--- config.mk ---
export PLATFORM = sky130hd
export DESIGN_NAME = iter_comparator
export DESIGN_NICKNAME = d
export VERILOG_FILES = /design/src/rtl/iter_comparator_pkg.sv /design/src/rtl/iter_comparator_slice_cmp.sv /design/src/rtl/iter_comparator.sv
export SDC_FILE = /design/constraint.sdc
export NUM_CORES = 1
export LEC_CHECK = 0
export ABC_AREA = 0
export CORE_MARGIN = 2
export CORE_UTILIZATION = 50
export CTS_CLUSTER_DIAMETER = 40
export DETAILED_ROUTE_END_ITERATION = 6
export PLACE_DENSITY = 0.81
export SLEW_MARGIN = 15
export SYNTH_ARGS = -nofsm -noshare
export SYNTH_HDL_FRONTEND = slang
export SYNTH_SLANG_ARGS = --single-unit
--- constraint.sdc ---
create_clock -name clk -period 5.3 [get_ports clk]
set_clock_uncertainty 0.2 [all_clocks]
set_input_delay 0.795 -clock clk [delete_from_list [all_inputs] [get_ports clk]]
set_output_delay 0.795 -clock clk [all_outputs]
set_load 0.05 [all_outputs]
--- src/rtl/iter_comparator_pkg.sv ---
// Shared types and constants for the iterative slice-serial magnitude comparator.
package iter_comparator_pkg;

  localparam int unsigned DefWidth = 16;
  localparam int unsigned DefSlice = 4;

  typedef enum logic {
    StIdle = 1'b0,
    StCmp  = 1'b1
  } state_e;

  // Result vector ordering is {gt, eq, lt}.
  localparam logic [2:0] ResNone = 3'b000;
  localparam logic [2:0] ResGt   = 3'b100;
  localparam logic [2:0] ResEq   = 3'b010;
  localparam logic [2:0] ResLt   = 3'b001;

endpackage

--- src/rtl/iter_comparator_slice_cmp.sv ---
// Combinational unsigned magnitude compare of one operand slice.
module iter_comparator_slice_cmp #(
  parameter int unsigned SLICE = 4
) (
  input  logic [SLICE-1:0] i_a,
  input  logic [SLICE-1:0] i_b,
  output logic             o_gt,
  output logic             o_eq,
  output logic             o_lt
);

  assign o_gt = (i_a > i_b);
  assign o_eq = (i_a == i_b);
  assign o_lt = (i_a < i_b);

endmodule

--- src/rtl/iter_comparator.sv ---
// Compares two operands SLICE bits per cycle, MSB slice first, exiting early on the
// first unequal slice. Signed mode is handled by flipping the operand MSBs at latch time.
module iter_comparator
  import iter_comparator_pkg::*;
#(
  parameter int unsigned WIDTH = DefWidth,
  parameter int unsigned SLICE = DefSlice
) (
  input  logic             clk,
  input  logic             rst,
  input  logic             start,
  input  logic             en,
  input  logic             signed_mode,
  input  logic [WIDTH-1:0] a,
  input  logic [WIDTH-1:0] b,
  output logic             busy,
  output logic             done,
  output logic             gt,
  output logic             eq,
  output logic             lt
);

  localparam int unsigned NS   = WIDTH / SLICE;
  localparam int unsigned IdxW = (NS > 1) ? $clog2(NS) : 1;

  if (SLICE == 0 || WIDTH < SLICE || (WIDTH % SLICE) != 0) begin : g_bad_params
    $fatal(1, "iter_comparator: WIDTH must be a positive multiple of SLICE");
  end

  state_e            r_state, w_state_next;
  logic [IdxW-1:0]   r_idx, w_idx_next;
  logic [WIDTH-1:0]  r_a, w_a_next;
  logic [WIDTH-1:0]  r_b, w_b_next;
  logic [2:0]        r_res, w_res_next;
  logic              r_done, w_done_next;

  logic [SLICE-1:0]  w_slice_a, w_slice_b;
  logic              w_slice_gt, w_slice_eq, w_slice_lt;

  assign w_slice_a = r_a[r_idx*SLICE +: SLICE];
  assign w_slice_b = r_b[r_idx*SLICE +: SLICE];

  iter_comparator_slice_cmp #(
    .SLICE (SLICE)
  ) slice_cmp (
    .i_a  (w_slice_a),
    .i_b  (w_slice_b),
    .o_gt (w_slice_gt),
    .o_eq (w_slice_eq),
    .o_lt (w_slice_lt)
  );

  always_comb begin
    w_state_next = r_state;
    w_idx_next   = r_idx;
    w_a_next     = r_a;
    w_b_next     = r_b;
    w_res_next   = r_res;
    w_done_next  = 1'b0;
    unique case (r_state)
      StIdle: begin
        if (start) begin
          // Inverting the MSB maps two's-complement order onto unsigned order.
          w_a_next            = a;
          w_b_next            = b;
          w_a_next[WIDTH-1]   = a[WIDTH-1] ^ signed_mode;
          w_b_next[WIDTH-1]   = b[WIDTH-1] ^ signed_mode;
          w_idx_next          = IdxW'(NS - 1);
          w_state_next        = StCmp;
        end
      end
      StCmp: begin
        if (en) begin
          if (!w_slice_eq) begin
            w_res_next   = w_slice_gt ? ResGt : (w_slice_lt ? ResLt : ResNone);
            w_done_next  = 1'b1;
            w_state_next = StIdle;
          end else if (r_idx == '0) begin
            w_res_next   = ResEq;
            w_done_next  = 1'b1;
            w_state_next = StIdle;
          end else begin
            w_idx_next   = r_idx - 1'b1;
          end
        end
      end
      default: w_state_next = StIdle;
    endcase
  end

  always_ff @(posedge clk) begin
    if (rst) begin
      r_state <= StIdle;
      r_idx   <= '0;
      r_a     <= '0;
      r_b     <= '0;
      r_res   <= ResNone;
      r_done  <= 1'b0;
    end else begin
      r_state <= w_state_next;
      r_idx   <= w_idx_next;
      r_a     <= w_a_next;
      r_b     <= w_b_next;
      r_res   <= w_res_next;
      r_done  <= w_done_next;
    end
  end

  assign busy = (r_state == StCmp);
  assign done = r_done;
  assign gt   = r_res[2];
  assign eq   = r_res[1];
  assign lt   = r_res[0];

endmodule

After elaboration in Yosys (flattened, before gate mapping):

Index checks and enable logic that the tools add are counted.

* eq/ne operators: 6
* shift-type cells: 2
* add/subtract/negate cells: 1
* order comparisons: 2
* bitwise logic cells: 4
* mux-type cells: 16
* reductions and logical operators: 5

Operators with widths (count)
* variable part select 16 x 5 -> 4 bit: 2
* two-way mux 3 bit: 3
* two-way mux 2 bit: 4
* two-way mux 1 bit: 7
* != test 2 bit (second input constant): 3
* equality test 4 bit: 1
* greater-than comparator 4 bit: 1
* < comparator 4 bit: 1
* != test 2 x 1 -> 1 bit (second input constant): 2
* one-hot mux 2 bit (2 select lines): 1
* AND reduction 4 bit: 1
* AND reduction 3 bit: 1
* OR reduction 3 bit: 1
* zero test 2 bit: 1
* NOT 1 bit: 2
* one-hot mux 1 bit (2 select lines): 1
* AND reduction 2 bit: 1
* subtractor 2 x 1 -> 2 bit (second input constant): 1
* XOR 1 bit: 2

* bits of input ports: 37
* output and inout port bits: 5
* bits in registers: 39

Depth between registers and ports, before layout:

* depth after elaboration: 5
* mapped depth: 8
* gate-level depth less buffers: 7

Cells and area by module:

A second synthesis with hierarchy kept.

* cells, all modules: 196
* area, all modules: 1778.0 um^2

Modules (own cells, without submodules)
* iter_comparator: area each 1649.1 um^2, times used 1, cells each 180
* iter_comparator_slice_cmp: area each 128.9 um^2, times used 1, cells each 16

Worst setup path after synthesis:

OpenSTA, ideal clock, no wires.

* kind: register to register
* start point: register r_idx[0]
* end point: register r_idx[1]
* path slack: 3040 ps
* data required time: 5014 ps
* period minus slack after synthesis: 2260 ps
* path buffers: 1
* cell stages (with the launch flop): 8
* arrival time: 1975 ps
* setup time: 86 ps
* cell sequence: dfxtp_1 > buf_4 > mux4_2 > ha_1 > nand4_1 > nor3_4 > nor3_1 > a211oi_1

* word-level cells in the longest chain between the ends: 5
* elaborated cells on any way between the ends: 12
* classes of those cells: 1 x add/sub; 3 x eq/ne; 2 x shift; 4 x mux; 2 x reduce/logical

RTL lines
* start: declaration: line iter_comparator.sv:31 `logic [IdxW-1:0] r_idx, w_idx_next;`
* start signal: assignment: line iter_comparator.sv:101 `r_idx <= w_idx_next;`
* parallel branches: the longest is 5 deep, another holds variable part select 16 x 5 -> 4 bit

Several ways; the timed one is not identified. The select of a mux whose other input is x is not followed.
A chain may end at the register's enable or synchronous reset.

Worst setup path in the final report:

* start point: register r_state (netlist: busy)
* end point: output port busy

RTL lines
* start: declaration: line iter_comparator.sv:30 `state_e r_state, w_state_next;`
* start signal: assignment: line iter_comparator.sv:93 `r_state <= StIdle;`
* start signal: assignment: line iter_comparator.sv:100 `r_state <= w_state_next;`
* end: declaration: line iter_comparator.sv:16 `output logic busy,`

No word-level cell between the ends.

==> summary.txt <==
CTS
  • TritonCTS clock tree: built
  • Htree depth: 2
  • Post-cts resize count: 0
  • Clock Path Buffers: 2
  • Worst-path clk slew: 0.11 ns
  • Post-CTS setup buffer count: 0
  • Clk sinks: 39
  • Hold_buf cts: 0
  • Root buf cell: clkbuf_4
  • Total CTS buffers: 5
  • Latest clock arrival within the worst-skew pair: ~0.35 ns

Min path
  • Hold_sp: r_b[6]
  • Worst Hold Class: reg -> reg
  • Hold EP: r_b[6]
  • Hold depth: 2

Worst setup path
  • Cell family with most CP delay: buffers and inverters
  • Reg2reg end: r_idx[0]
  • Crit end category: primary output
  • Worst Reg-to-Reg Cells: 6
  • FF-to-FF setup slack: between 2 and 3 ns
  • Critical path fanouts, max: 8
  • Worst reg2reg path startpoint: r_idx[0]
  • Required @ worst endpoint: roughly 4.3 ns
  • Worst path bufs/invs: 1
  • CP Cell Sequence: clkdlybuf4s50_1
  • Slowest CP cell: clkdlybuf4s50_1
  • Max stage delay on crit path: roughly 0.86 ns
  • Crit path DAT: between 1.5 and 2 ns
  • Worst setup SP type: flip-flop
  • WS Path Type: reg -> out

Power and ir drop
  • Pwr Total: approximately 0.60 mW
  • PwrDens: 278 nW/um^2
  • VDD IR max: 0.162 mV
  • P_leak: about 0.78 nW

STA
  • Crit share post-route: 50.7%
  • Sum of negative setup slack: 0 ns
  • Fin. Hold Viols: 0
  • Endpoints failing setup: 0
  • Fmax: about 370 MHz
  • Slew Viols, Final: 0
  • Crit path time final: 2.69 ns
  • Worst Tran Pin Value: between 1 and 1.5 ns
  • Unrepaired setup endpoints after global routing: no
  • Relative slew slack: just under 30%

Floorplanning
  • I/O pins: 42
  • Core area: about 3300 um^2
  • Die H: between 60 and 70 um
  • # rows: 21
  • Die ar.: slightly below 4000 um^2
  • Die width: between 60 and 70 um
  • Initial Utilization: roughly half

Global route
  • Initial antenna violation count: 0
  • Global-route wire length before repair: 5.94 mm
  • Largest net degree at the start of global routing: between 40 and 50
  • Total GRT Usage: roughly a fifth
  • Vias in the first global route: between 1,000 and 1,500
  • GRT overflow: 0

Placed design
  • IO buf count: 41
  • GP Congestion: roughly 0.73
  • Area after DPL: 2110 um^2
  • Post-DP HPWL: 2.38 mm

Synth
  • Yosys top cell area share: a little under half
  • Post-synthesis cell area: 1690 um^2
  • Largest cells by area after synthesis: dfxtp_1 46%, nand2_1 14%, mux4_2 11%, a21oi_1 9.5%, ha_1 3.7%
  • Netlist cell types: 26
  • Syn nets: ~240
  • #FFs+latches synth: 39
  • Sequential fraction of the synthesis area: between 40% and 50%
  • Post-synth top area cell: dfxtp_1
  • Synth Instances: slightly below 200
  • Synth warn: 0
  • Syn Area/Cell: a little under 9 um^2

Cells and area
  • Layout area overhead: 27.4%
  • FILL cells: about 290
  • Antenna cells: 0
  • Share of layout cells above drive strength 1: approximately 8%
  • Fin area: around 2200 um^2
  • Total Nets Final: around 270

Drt
  • Initial DRC count: 74
  • Via count of the routed design: ~1,400
  • Via density: between 5 and 6
  • DRT antenna net count: 0
  • Drt wl/cell: between 10 and 15 um
  • Routed WL: roughly 3.4 mm
  • DR DRC count: 0
  • Total iterations of the first detailed-routing run: 4

Job
  • MaxCap Viol Count: 0

Run status
  • Status: finished, final reports clean
==> worst max-delay path by stage <==
stage	start	endpoint	slack (ns)	depth (start not counted)
floorplan	r_idx[0]	r_idx[1]	3.04	7
global placement	start	r_b[11]	2.72	4
detailed placement	start	r_b[4]	2.62	4
CTS	busy	busy	2.61	1
global route	r_idx[0]	r_idx[0]	2.39	6
finish	busy	busy	2.61	1
==> flip-flops by register name, indices dropped and copies added, names as in the netlist <==
name   cells
r_idx      2
done       1
r_res      3
r_b       16
r_a       16
busy       1
==> where the power goes <==
part,switching (mW),internal [mW],total [mW]
Combinational,0.0646,0.0667,0.131
Clock,0.0877,0.0472,0.135
Sequential,0.0180,0.313,0.331
==> synth_stat cells (all sizes together) <==
cell and count:
nor3 5, xnor2 2, dfxtp 39, o211ai 1
clkbuf 2, o21ai 1, inv 6, nor2b 2
o32ai 1, buf 11, a21oi 32, ha 5
a211oi 4, a21o 1, nand2b 2, nand3 1
nor2 5, mux4 8, nand4 1, nand2 62
a311oi 1, a31oi 1
==> cell type report <==
cell class / instances / area, um^2 / area share [%]
inverters: 6 / 22.5 / 1.05
repair buffers: 43 / 425 / 19.8
well taps: 46 / 57.6 / 2.68
multi-input cells: 135 / 823 / 38.3
flip-flops and latches: 39 / 781 / 36.3
clock buffers: 6 / 41.3 / 1.92
==> stage by stage <==
stage / util, % / cells / hold slack [ns] / worst slack [ns]
finish: 65.5 / 275 / 0.260 / 2.61
global route: 65.5 / 275 / 0.281 / 2.39
CTS: 65.5 / 275 / 0.261 / 2.61
detailed placement: 64.2 / 269 / 0.247 / 2.62
global placement: 64.2 / 269 / 0.244 / 2.72
floorplan: - / 193 / 0.233 / 3.04
==> logic make-up after synthesis <==
group / count (synthesis) / synth area share, %
simple gates: 78 / 19.3
compound gates: 42 / 13.9
flops: 39 / 46.3
buf+inv: 19 / 5.11
mux: 8 / 10.7
fa+ha+maj: 5 / 3.71
xor+xnor: 2 / 1.04
==> cell usage in the layout, fill, tap and decap left out, types with 2 or more instances in the layout <==
| cell type | netlist | final |
|---|---|---|
| nand2_1 | 61 | 61 |
| dfxtp_1 | 39 | 39 |
| ha_1 | 5 | 5 |
| nand2b_1 | 2 | 2 |
| nor2_1 | 5 | 5 |
| a21oi_1 | 32 | 32 |
| buf_4 | 1 | 2 |
| nor3_1 | 4 | 4 |
| mux4_2 | 8 | 8 |
| a211oi_1 | 4 | 4 |
| xnor2_1 | 2 | 2 |
| clkbuf_4 | 0 | 5 |
| clkdlybuf4s50_1 | 0 | 41 |
| inv_1 | 6 | 6 |
==> layer usage <==
metal  track usage [%]  vias to the layer above  wire length [um]
li1                  -                      730                 -
met1              23.5                      636              1470
met2              32.7                       38              1620
met3              4.35                        5               211
met4              11.7                        0                68
met5                 0                        -                 0
(Power assumes the default switching activity.)
